<file path="src/rtl/hazard_ctrl_pkg.sv">
// Shared types and defaults for the pipeline hazard controller.
//   Signal   : enable/disable control level
//   RegAddr  : architectural register index
//   HzState  : controller FSM state
// Also provides the default FLUSH_CYCLES / MEM_TIMEOUT values used by hazard_ctrl.
package hazard_ctrl_pkg;

  localparam int unsigned REG_ADDR_W       = 5;
  localparam int unsigned FLUSH_CYCLES_DEF = 1;
  localparam int unsigned MEM_TIMEOUT_DEF  = 255;

  typedef logic [REG_ADDR_W-1:0] RegAddr;

  typedef enum logic {
    DISABLE = 1'b0,
    ENABLE  = 1'b1
  } Signal;

  typedef enum logic [1:0] {
    RUN      = 2'd0,
    MEM_WAIT = 2'd1,
    FLUSH    = 2'd2
  } HzState;

  function automatic Signal to_signal(input logic b);
    return b ? ENABLE : DISABLE;
  endfunction

endpackage

</file>
<file path="src/rtl/hazard_ctrl_cmp.sv">
// hazard_cmp: purely combinational forwarding and load-use detection.
// Ports:
//   d_rs_a, d_rt_a, d_uses_rs, d_uses_rt : decode-stage source operands
//   x_rd_a, x_reg_write, x_mem_read      : X-stage destination / load flag
//   m_rd_a, m_reg_write                  : M-stage destination
//   fwdX_rs/rt, fwdM_rs/rt               : forward selects (X has priority over M)
//   load_use                             : X-stage load feeds a used decode source
module hazard_cmp
  import hazard_ctrl_pkg::*;
(
  input  RegAddr d_rs_a,
  input  RegAddr d_rt_a,
  input  logic   d_uses_rs,
  input  logic   d_uses_rt,
  input  RegAddr x_rd_a,
  input  Signal  x_reg_write,
  input  logic   x_mem_read,
  input  RegAddr m_rd_a,
  input  Signal  m_reg_write,
  output Signal  fwdX_rs,
  output Signal  fwdX_rt,
  output Signal  fwdM_rs,
  output Signal  fwdM_rt,
  output logic   load_use
);

  logic w_x_wr, w_m_wr;
  logic w_x_rs_hit, w_x_rt_hit, w_m_rs_hit, w_m_rt_hit;
  logic w_fx_rs, w_fx_rt;

  // Register 0 is hard-wired, so a write to it never produces a dependency.
  assign w_x_wr = (x_reg_write == ENABLE) && (x_rd_a != '0);
  assign w_m_wr = (m_reg_write == ENABLE) && (m_rd_a != '0);

  assign w_x_rs_hit = d_uses_rs && w_x_wr && (x_rd_a == d_rs_a);
  assign w_x_rt_hit = d_uses_rt && w_x_wr && (x_rd_a == d_rt_a);
  assign w_m_rs_hit = d_uses_rs && w_m_wr && (m_rd_a == d_rs_a);
  assign w_m_rt_hit = d_uses_rt && w_m_wr && (m_rd_a == d_rt_a);

  // A load's data is not available in X, so it cannot be forwarded from there.
  assign w_fx_rs = w_x_rs_hit && !x_mem_read;
  assign w_fx_rt = w_x_rt_hit && !x_mem_read;

  assign fwdX_rs  = to_signal(w_fx_rs);
  assign fwdX_rt  = to_signal(w_fx_rt);
  assign fwdM_rs  = to_signal(w_m_rs_hit && !w_fx_rs);
  assign fwdM_rt  = to_signal(w_m_rt_hit && !w_fx_rt);
  assign load_use = x_mem_read && (w_x_rs_hit || w_x_rt_hit);

endmodule

</file>
<file path="src/rtl/hazard_ctrl.sv">
// hazard_ctrl: pipeline hazard controller (forwarding, load-use stall,
// branch flush, data-memory freeze with timeout).
// Optional build macro: HAZARD_PERF_EN adds saturating performance counters.
// Ports:
//   clk, rst                         : clock, asynchronous active-low reset
//   d_*/x_*/m_*                      : stage operand/destination info
//   x_branch_taken                   : taken branch resolved in X
//   mem_req, mem_ready               : data-memory handshake
//   fwdX_rs/rt, fwdM_rs/rt           : forward selects to the DX register
//   stall                            : ENABLE = DX advances, DISABLE = bubble
//   pc_hold, fd_hold, fd_flush       : front-end control
//   freeze                           : hold PC/FD/DX/XM/MW
//   mem_err                          : sticky memory timeout flag
//   stall_cnt, flush_cnt, freeze_cnt : perf counters (HAZARD_PERF_EN only)
module hazard_ctrl
  import hazard_ctrl_pkg::*;
#(
  parameter int unsigned FLUSH_CYCLES = FLUSH_CYCLES_DEF,
  parameter int unsigned MEM_TIMEOUT  = MEM_TIMEOUT_DEF,
  parameter int unsigned CNT_W        = 16
) (
  input  logic   clk,
  input  logic   rst,
  input  RegAddr d_rs_a,
  input  RegAddr d_rt_a,
  input  logic   d_uses_rs,
  input  logic   d_uses_rt,
  input  RegAddr x_rd_a,
  input  Signal  x_reg_write,
  input  logic   x_mem_read,
  input  RegAddr m_rd_a,
  input  Signal  m_reg_write,
  input  logic   x_branch_taken,
  input  logic   mem_req,
  input  logic   mem_ready,
  output Signal  fwdX_rs,
  output Signal  fwdX_rt,
  output Signal  fwdM_rs,
  output Signal  fwdM_rt,
  output Signal  stall,
  output logic   pc_hold,
  output logic   fd_hold,
  output logic   fd_flush,
  output logic   freeze,
  output logic   mem_err
`ifdef HAZARD_PERF_EN
  ,
  output logic [CNT_W-1:0] stall_cnt,
  output logic [CNT_W-1:0] flush_cnt,
  output logic [CNT_W-1:0] freeze_cnt
`endif
);

  localparam int unsigned WaitW = $clog2(MEM_TIMEOUT + 1);

  if (FLUSH_CYCLES < 1 || FLUSH_CYCLES > 7 || MEM_TIMEOUT < 1 || CNT_W < 1) begin : g_bad_param
    $error("hazard_ctrl: parameter out of range");
  end

  HzState           r_state, w_state_d, w_act_state;
  logic [2:0]       r_flush_left, w_flush_left_d;
  logic [WaitW-1:0] r_wait_cnt, w_wait_cnt_d, w_wait_next;
  logic             r_resume, w_resume_d;
  logic             r_mem_err, w_mem_err_d;
  logic             w_freeze_req, w_load_use;
  logic             w_freeze, w_flush, w_bubble, w_hold;
  Signal            w_fwdX_rs, w_fwdX_rt, w_fwdM_rs, w_fwdM_rt;

  hazard_cmp u_cmp (
    .d_rs_a      (d_rs_a),
    .d_rt_a      (d_rt_a),
    .d_uses_rs   (d_uses_rs),
    .d_uses_rt   (d_uses_rt),
    .x_rd_a      (x_rd_a),
    .x_reg_write (x_reg_write),
    .x_mem_read  (x_mem_read),
    .m_rd_a      (m_rd_a),
    .m_reg_write (m_reg_write),
    .fwdX_rs     (w_fwdX_rs),
    .fwdX_rt     (w_fwdX_rt),
    .fwdM_rs     (w_fwdM_rs),
    .fwdM_rt     (w_fwdM_rt),
    .load_use    (w_load_use)
  );

  assign w_freeze_req = mem_req && !mem_ready;
  assign w_wait_next  = r_wait_cnt + WaitW'(1);

  always_comb begin
    // The cycle mem_ready arrives the pipeline moves again, so it is handled
    // like the state we will resume into (this is where a held branch is taken).
    w_act_state = r_state;
    if (r_state == MEM_WAIT && mem_ready) begin
      w_act_state = r_resume ? FLUSH : RUN;
    end

    w_state_d      = w_act_state;
    w_flush_left_d = r_flush_left;
    w_wait_cnt_d   = r_wait_cnt;
    w_resume_d     = r_resume;
    w_mem_err_d    = r_mem_err;
    w_freeze       = 1'b0;
    w_flush        = 1'b0;
    w_bubble       = 1'b0;
    w_hold         = 1'b0;

    unique case (w_act_state)
      RUN: begin
        if (w_freeze_req) begin
          w_freeze     = 1'b1;
          w_state_d    = MEM_WAIT;
          w_wait_cnt_d = '0;
          w_resume_d   = 1'b0;
        end else if (x_branch_taken) begin
          w_flush  = 1'b1;
          w_bubble = 1'b1;
          if (FLUSH_CYCLES > 1) begin
            w_state_d      = FLUSH;
            w_flush_left_d = 3'(FLUSH_CYCLES - 1);
          end
        end else if (w_load_use) begin
          w_bubble = 1'b1;
          w_hold   = 1'b1;
        end
      end
      FLUSH: begin
        if (w_freeze_req) begin
          // Flush count is kept so the squash resumes after the freeze.
          w_freeze     = 1'b1;
          w_state_d    = MEM_WAIT;
          w_wait_cnt_d = '0;
          w_resume_d   = 1'b1;
        end else begin
          w_flush  = 1'b1;
          w_bubble = 1'b1;
          if (r_flush_left <= 3'd1) begin
            w_state_d = RUN;
          end else begin
            w_flush_left_d = r_flush_left - 3'd1;
          end
        end
      end
      MEM_WAIT: begin
        w_freeze = 1'b1;
        if (w_wait_next == WaitW'(MEM_TIMEOUT)) begin
          w_mem_err_d = 1'b1;
          w_state_d   = RUN;
          w_resume_d  = 1'b0;
        end else begin
          w_wait_cnt_d = w_wait_next;
        end
      end
      default: w_state_d = RUN;
    endcase
  end

  always_ff @(posedge clk or negedge rst) begin
    if (!rst) begin
      r_state      <= RUN;
      r_flush_left <= '0;
      r_wait_cnt   <= '0;
      r_resume     <= 1'b0;
      r_mem_err    <= 1'b0;
    end else begin
      r_state      <= w_state_d;
      r_flush_left <= w_flush_left_d;
      r_wait_cnt   <= w_wait_cnt_d;
      r_resume     <= w_resume_d;
      r_mem_err    <= w_mem_err_d;
    end
  end

  // Outputs are forced idle while reset is held, independent of the inputs.
  assign fwdX_rs  = rst ? w_fwdX_rs : DISABLE;
  assign fwdX_rt  = rst ? w_fwdX_rt : DISABLE;
  assign fwdM_rs  = rst ? w_fwdM_rs : DISABLE;
  assign fwdM_rt  = rst ? w_fwdM_rt : DISABLE;
  assign stall    = (rst && w_bubble) ? DISABLE : ENABLE;
  assign pc_hold  = rst && w_hold;
  assign fd_hold  = rst && w_hold;
  assign fd_flush = rst && w_flush;
  assign freeze   = rst && w_freeze;
  assign mem_err  = r_mem_err;

`ifdef HAZARD_PERF_EN
  logic [CNT_W-1:0] r_stall_cnt, r_flush_cnt, r_freeze_cnt;

  always_ff @(posedge clk or negedge rst) begin
    if (!rst) begin
      r_stall_cnt  <= '0;
      r_flush_cnt  <= '0;
      r_freeze_cnt <= '0;
    end else begin
      if (w_hold && r_stall_cnt != '1) r_stall_cnt <= r_stall_cnt + CNT_W'(1);
      if (w_flush && r_flush_cnt != '1) r_flush_cnt <= r_flush_cnt + CNT_W'(1);
      if (w_freeze && r_freeze_cnt != '1) r_freeze_cnt <= r_freeze_cnt + CNT_W'(1);
    end
  end

  assign stall_cnt  = r_stall_cnt;
  assign flush_cnt  = r_flush_cnt;
  assign freeze_cnt = r_freeze_cnt;
`endif

endmodule

</file>
<file path="config.mk">
export PLATFORM = sky130hd
export DESIGN_NAME = hazard_ctrl
export DESIGN_NICKNAME = d
export VERILOG_FILES = /design/src/rtl/hazard_ctrl_pkg.sv /design/src/rtl/hazard_ctrl_cmp.sv /design/src/rtl/hazard_ctrl.sv
export SDC_FILE = /design/constraint.sdc
export NUM_CORES = 1
export LEC_CHECK = 0
export BUFFER_PORTS_ARGS = -buffer_cell sky130_fd_sc_hd__buf_4
export CORE_ASPECT_RATIO = 1.1
export CORE_UTILIZATION = 30
export DETAILED_ROUTE_END_ITERATION = 8
export MAX_ROUTING_LAYER = met4
export PLACE_DENSITY_LB_ADDON = 0.25
export SETUP_SLACK_MARGIN = 0.3
export SLEW_MARGIN = 15
export SYNTH_ARGS = -nofsm -noshare
export SYNTH_HDL_FRONTEND = slang
export SYNTH_HIERARCHICAL = 1
export SYNTH_SLANG_ARGS = --single-unit
</file>
<file path="constraint.sdc">
create_clock -name clk -period 5.1 [get_ports clk]
set_clock_uncertainty 0.2 [all_clocks]
set_input_delay 0.51 -clock clk [delete_from_list [all_inputs] [get_ports clk]]
set_output_delay 0.51 -clock clk [all_outputs]
set_load 0.05 [all_outputs]
</file>
# --- Yosys cells after proc, flatten, opt, wreduce, memory -nomap -nowiden ---
# Index checks and enable logic that the tools add are counted.
word_totals:
  reg_bits: 15
  latchBits: 0
  ramBits: 0
  mem_bits_ro: 0
  output_inout_bits: 10
  wordCells: 95
  mem_count: 0
classes:
  n_addsub: 2
  multipliers: 0
  n_div: 0
  order_cmp: 1
  n_eq_ne: 13
  shifts: 0
  n_mux: 36
  n_bitwise: 2
  n_reduce_logical: 36
op_table:
  columns: ["operator", "n"]
  rows:
  - ["two-way mux 1 bit", 22]
  - ["logical AND 1 bit", 21]
  - ["equality test 5 bit", 4]
  - ["two-way mux 8 bit", 2]
  - ["one-hot mux 8 bit (2 select lines)", 1]
  - ["two-way mux 2 bit", 6]
  - ["nonzero test 5 bit", 2]
  - ["adder 8 x 1 -> 8 bit, second input constant", 1]
  - ["equality test 8 bit, second input constant", 1]
  - ["inequality test 2 bit, second input constant", 4]
  - ["one-hot mux 1 bit (2 select lines)", 3]
  - ["one-hot mux 2 bit (3 select lines)", 1]
  - ["AND reduction 3 bit", 2]
  - ["equality test 2 x 1 -> 1 bit, second input constant", 2]
  - ["logical NOT 1 bit", 4]
  - ["AND reduction 4 bit", 1]
  - ["less-or-equal comparator 3 x 1 -> 1 bit, second input constant", 1]
  - ["one-hot mux 1 bit (3 select lines)", 1]
  - ["nonzero test 3 bit", 1]
  - ["subtractor 3 x 1 -> 3 bit, second input constant", 1]
  - ["equality test 2 bit, second input constant", 1]
  - ["logical NOT 2 bit", 1]
  - ["inequality test 2 x 1 -> 1 bit, second input constant", 1]
  - ["inverter 1 bit", 2]
  - ["other kinds (4)", 4]

# --- Longest topological paths before layout ---
logic_depth:
  word_depth: 12
  mapped_depth: 8
  mapped_depth_nobuf: 7

# --- Hierarchy ---
# The synthesis kept the hierarchy.
by_module_without_submodules:
  columns: ["mod", "instances", "cells_each", "area_per_inst_um2", "seq_area_each_um2"]
  rows:
  - ["hazard_ctrl", 1, 114, 1014.7, 375.4]
  - ["hazard_cmp", 1, 41, 329.1, 0.0]

# --- Worst setup path before layout ---
# OpenSTA, ideal clock, no wires.
synth_path:
  kind: "input to output"
  startpoint: "input mem_ready"
  endpoint: "output pc_hold"
  arrival_time_ns: 2.163
  t_required_ns: 4.390
  slack_ns: 2.227
  stages: 5
  path_cell_list: "clkbuf_1 a311oi_1 nand2_1 nor2_1 buf_4"
synth_via:
  elab_chain_cells: 5
  word_cells_on_any_way: 8
synth_rtl:
  columns: ["element", "line_no", "source"]
  rows:
  - ["start, declared", "hazard_ctrl.sv:35", "input logic mem_ready,"]
  - ["logical AND 1 bit / logical NOT 1 bit (equally long branches)", "hazard_ctrl.sv:93, hazard_ctrl.sv:86", null]
  - ["two-way mux 2 bit / logical AND 1 bit (equally long branches)", "hazard_ctrl.sv:93, hazard_ctrl.sv:86", null]
  - ["logical NOT 2 bit / two-way mux 1 bit (equally long branches)", "hazard_ctrl.sv:107, hazard_ctrl.sv:109", null]
  - ["two-way mux 1 bit *", "hazard_ctrl.sv:107", "unique case (w_act_state)"]
  - ["logical AND 1 bit *", null, null]
  - ["end, declared", "hazard_ctrl.sv:41", "output logic pc_hold,"]
# Every way passes the cells marked *; elsewhere a longest branch is shown, timed or not.

# --- Worst setup path after layout ---
layout_path:
  startpoint: "input x_rd_a[1]"
  endpoint: "output fwdM_rs"
layout_via:
  elab_chain_cells: 9
  word_cells_on_any_way: 10
layout_rtl:
  columns: ["element", "line_no", "source"]
  rows:
  - ["start, declared", "hazard_ctrl.sv:28", "input RegAddr x_rd_a,"]
  - ["nonzero test 5 bit", "hazard_ctrl_cmp.sv:32", "assign w_x_wr = (x_reg_write == ENABLE) && (x_rd_a != '0);"]
  - ["logical AND 1 bit", "hazard_ctrl_cmp.sv:32", null]
  - ["logical AND 1 bit", "hazard_ctrl_cmp.sv:35", "assign w_x_rs_hit = d_uses_rs && w_x_wr && (x_rd_a == d_rs_a);"]
  - ["logical AND 1 bit *", "hazard_ctrl_cmp.sv:35", null]
  - ["logical AND 1 bit *", "hazard_ctrl_cmp.sv:41", "assign w_fx_rs = w_x_rs_hit && !x_mem_read;"]
  - ["logical NOT 1 bit *", "hazard_ctrl_cmp.sv:46", "assign fwdM_rs = to_signal(w_m_rs_hit && !w_fx_rs);"]
  - ["logical AND 1 bit *", "hazard_ctrl_cmp.sv:46", null]
  - ["two-way mux 1 bit *", "hazard_ctrl_pkg.sv:26", "return b ? ENABLE : DISABLE;"]
  - ["via w_fwdM_rs", "hazard_ctrl.sv:67", "Signal w_fwdX_rs, w_fwdX_rt, w_fwdM_rs, w_fwdM_rt;"]
  - ["two-way mux 1 bit *", "hazard_ctrl.sv:176", "assign fwdM_rs = rst ? w_fwdM_rs : DISABLE;"]
  - ["end, declared", "hazard_ctrl.sv:38", "output Signal fwdM_rs,"]
# Mark *: on every way through the listed nets, which the timed path passes. The rest lies on a longest branch.

==> key figures <==
Setup path
  • Crit path kind: input port to output port
  • Ordered list of cells on the worst path: buf_4, or4_4, o21ai_4, nor3_2, nor3_2, and2_1, buf_4
  • Number of cells traversed by the worst register-to-register path: 5
  • Startpoint class of the critical path: input port
  • Required time of the critical path: 4.39 ns
  • Crit path max-delay cell type: or4_4
  • Setup crit start: x_rd_a[1]
  • Maximum fanout along the worst path: 3
  • Top Family by Delay on Critical Path: simple AND/OR/NAND/NOR gates
  • Reg2reg start: r_wait_cnt[1]$_DFFE_PN0P_
  • Highest cell delay on the worst timing path: between 0.5 and 0.6 ns
  • Number of stages on the worst setup path: 7
  • Worst Path Arrival: around 1.9 ns
  • Type of element capturing the critical path: output port
  • Worst Path Buf+Inv: 2

STA
  • Setup_tns: 0 ns
  • Number of max-slew violations in the final report: 0
  • Final Hold Viols: 0
  • Time the worst path needs with I/O delays and setup: about 2.6 ns
  • Post-route fraction of the period consumed by the critical path: 51.5%
  • Transition at the pin with the smallest max-transition slack: 1.04 ns
  • RSZ-0062 raised after global routing: no
  • Number of failing setup endpoints in the final timing report: 0
  • Peak Freq: 381 MHz
  • Worst-case headroom to the max-slew limit: 30.2%

Cells and area
  • Fraction of final layout cells with drive strength greater than 1: approximately 29%
  • Signed area change from the synthesized netlist to the final layout: 29.3%
  • Number of nets in the finished design: 231
  • Antenna cell count: 0
  • Number of standard cells in the final layout excluding fillers: 250
  • Number of filler instances in the final layout: 431

Drt
  • Met3 routed wirelength: roughly 230 µm
  • Wire length per cell after detailed routing: ~13 µm
  • Met2 Routed Length: 1540 µm
  • Metal1 wirelength: 1470 µm
  • 1st-iter DRT viols: 31
  • DRC violation count after routing: 0
  • Highest metal layer used by the detailed router: met4
  • Antenna Nets Post-Route: 0
  • Router iterations before antenna repair: 4
  • DR vias: 1278
  • Avg Vias per Cell: 5.11
  • WL final: ~3300 µm

Clock tree
  • Root buffer selected by CTS: clkbuf_8
  • Clock edge transition at the registers on the reported setup and hold paths: around 0.060 ns
  • Clock tree from TritonCTS: built
  • # H-tree levels: 1
  • Clock network latency to the later pin of the worst-skew pair: 0.25 ns
  • TritonCTS buffer count: 3
  • PostCTS Resize Cnt: 0
  • Clk sinks: 15
  • Buffers from clock root to sink, at most: 2

Power
  • Clock Power Share: 22.9%
  • Comb power frac: 36.4%
  • Power per unit of standard cell area: 244 mW/mm²
  • Share of total power consumed by net switching: 36.0%
  • Cell-internal power: 272 µW
  • NetSw: 153 µW
  • Proportion of power drawn by flip-flops and latches: 40.7%
  • Leakage power: between 0.0007 and 0.0008 µW
  • Peak supply drop: between 0.0001 and 0.00015 V

Synthesis
  • Mean instance size in the synthesized netlist: a little under 9 µm²
  • List of most frequent post-synthesis cells: nor2_1, dfrtp_1, xnor2_1
  • Leading cell type by number of instances after synthesis: nor2_1
  • Net count after synthesis: 189
  • Number of storage elements in the synthesis netlist: 15
  • Instance count of the mapped netlist: 155
  • Warnings, synthesis: 6
  • Top_reg_cell synth: dfrtp_1
  • Seq/Total Area, Yosys: 27.9%
  • Post-synthesis async set-or-reset flop share: 100%
  • Ranking of synthesized cells by area: dfrtp_1, xnor2_1, xor2_1, nor2_1, ha_1
  • Count of unique library cells instantiated by Yosys: 44
  • Cell accounting for the most synthesized area: dfrtp_1
  • Syn Std Cell Area: around 0.0013 mm²
  • Post-synth top area share: roughly 28%
  • EDFF count, synth: 0

Die
  • Boundary pin count: 40
  • Overall die area: 0.00475 mm²
  • Height of the chip: slightly above 70 µm
  • Floorplan row count: 25
  • Die boundary width: 65.8 µm
  • Area of the core: 0.00429 mm²
  • Starting Density: 31.4%

Placed design
  • Cells after DPL: 245
  • Detailed placement HPWL: 2520 µm
  • Count of buffers inserted at the top-level ports: 39
  • Routability cong.: 0.837

Worst hold path
  • Critical hold path startpoint: mem_err$_DFFE_PN0P_
  • Depth of the worst hold-timing path: 1
  • Classification of the worst-slack hold path: flop to flop

Global route
  • Antenna violations before repair: 0
  • Pin count of the biggest net entering global routing: 22
  • First-pass GRT wire length: 5560 µm
  • Total routing usage reported by global routing: 15.4%
  • Via count of the first global-routing pass: 1268
  • Total gr overflow: 0

Run
  • Number of maximum-capacitance violations: 0

Run status
  • Result of the run: complete, no violations
-- through the flow --
| stage | total power, µW | utilization [%] | area [µm²] | setup slack, ns | hold slack (ns) |
|---|---|---|---|---|---|
| finish | 424 | 40.6 | 1740 | 2.47 | 0.257 |
| CTS | 432 | 40.6 | 1740 | 2.46 | 0.262 |
| detailed placement | 329 | 39.2 | 1680 | 2.47 | 0.204 |
| floorplan | 273 | - | 1340 | 2.23 | 0.0144 |
| global placement | 329 | 39.2 | 1680 | 2.48 | 0.205 |
| global route | 461 | 40.6 | 1740 | 2.34 | 0.282 |
-- sequential cells by signal (all words and copies together), names as in the netlist --
| register | flops |
|---|---|
| r_wait_cnt | 8 |
| mem_err | 1 |
| r_flush_left | 3 |
| r_resume | 1 |
| r_state | 2 |
-- area by class of cell --
cell class	instances	area (µm²)	share of cell area [%]
multi-input combinational	124	897	51.6
sequential	15	375	21.6
timing repair buffer	40	303	17.4
tap	54	67.6	3.89
inverter	13	48.8	2.81
clock buffer	3	41.3	2.38
clock inverter	1	5.00	0.288
-- final timing paths --
path / endpoint / slack [ns]
hold / removal: mem_err$_DFFE_PN0P_ / 0.26
setup / recovery: fwdM_rs / 2.47
setup reg to reg: r_resume$_DFFE_PN0P_ / 2.64
max in group asynchronous: mem_err$_DFFE_PN0P_ / 4.03
hold reg to reg: mem_err$_DFFE_PN0P_ / 0.26
min in group asynchronous: r_wait_cnt[4]$_DFFE_PN0P_ / 0.47
-- cells in the final DEF (no fill, tap or decap), types with 4 or more instances in the layout --
| master | count |
|---|---|
| nand3_1 | 5 |
| ha_1 | 4 |
| nor3_2 | 4 |
| nor2b_1 | 5 |
| nor2_1 | 16 |
| and2_1 | 5 |
| dfrtp_1 | 15 |
| xor2_1 | 8 |
| xnor2_1 | 14 |
| nand2_1 | 10 |
| o21ai_1 | 5 |
| o221ai_1 | 4 |
| inv_1 | 13 |
| buf_4 | 39 |
-- worst register-to-register path, cell delays in order (launching register included) --
cell and delay, ns:
dfrtp_1 0.47, ha_1 0.32, or4_1 0.52, o31a_1 0.26, o31a_1 0.30, o32a_1 0.28
-- metal layers --
metal  vias to the layer above  track usage [%]
li1                        644                -
met1                       593             18.7
met2                        39             26.1
met3                         2             1.89
met4                         0             5.31
met5                         -                -
-- cells by family after synthesis --
logic type	synth area share [%]
AND/OR/NAND/NOR	24.5
AO/OA/AOI/OAI	22.0
XOR/XNOR	14.3
buffers and inverters	5.31
flip-flops	27.9
adder cells (fa/ha/maj)	3.72
multiplexers	2.23
-- repair_timing --
item	in CTS	in global routing
endpoints found under the hold margin	15	0
setup buffers	0	0
hold buffers	1	0
-- power groups by stage --
stage          Combinational, µW  Sequential (µW)  Clock, µW
3_5_place_dp                 155              175          0
5_1_grt                      176              178        107
2_1_floorplan                107              167          0
3_3_place_gp                 154              175          0
6_report                     154              173       97.3
4_1_cts                      157              173        102
Power figures use the tool's default switching activity.
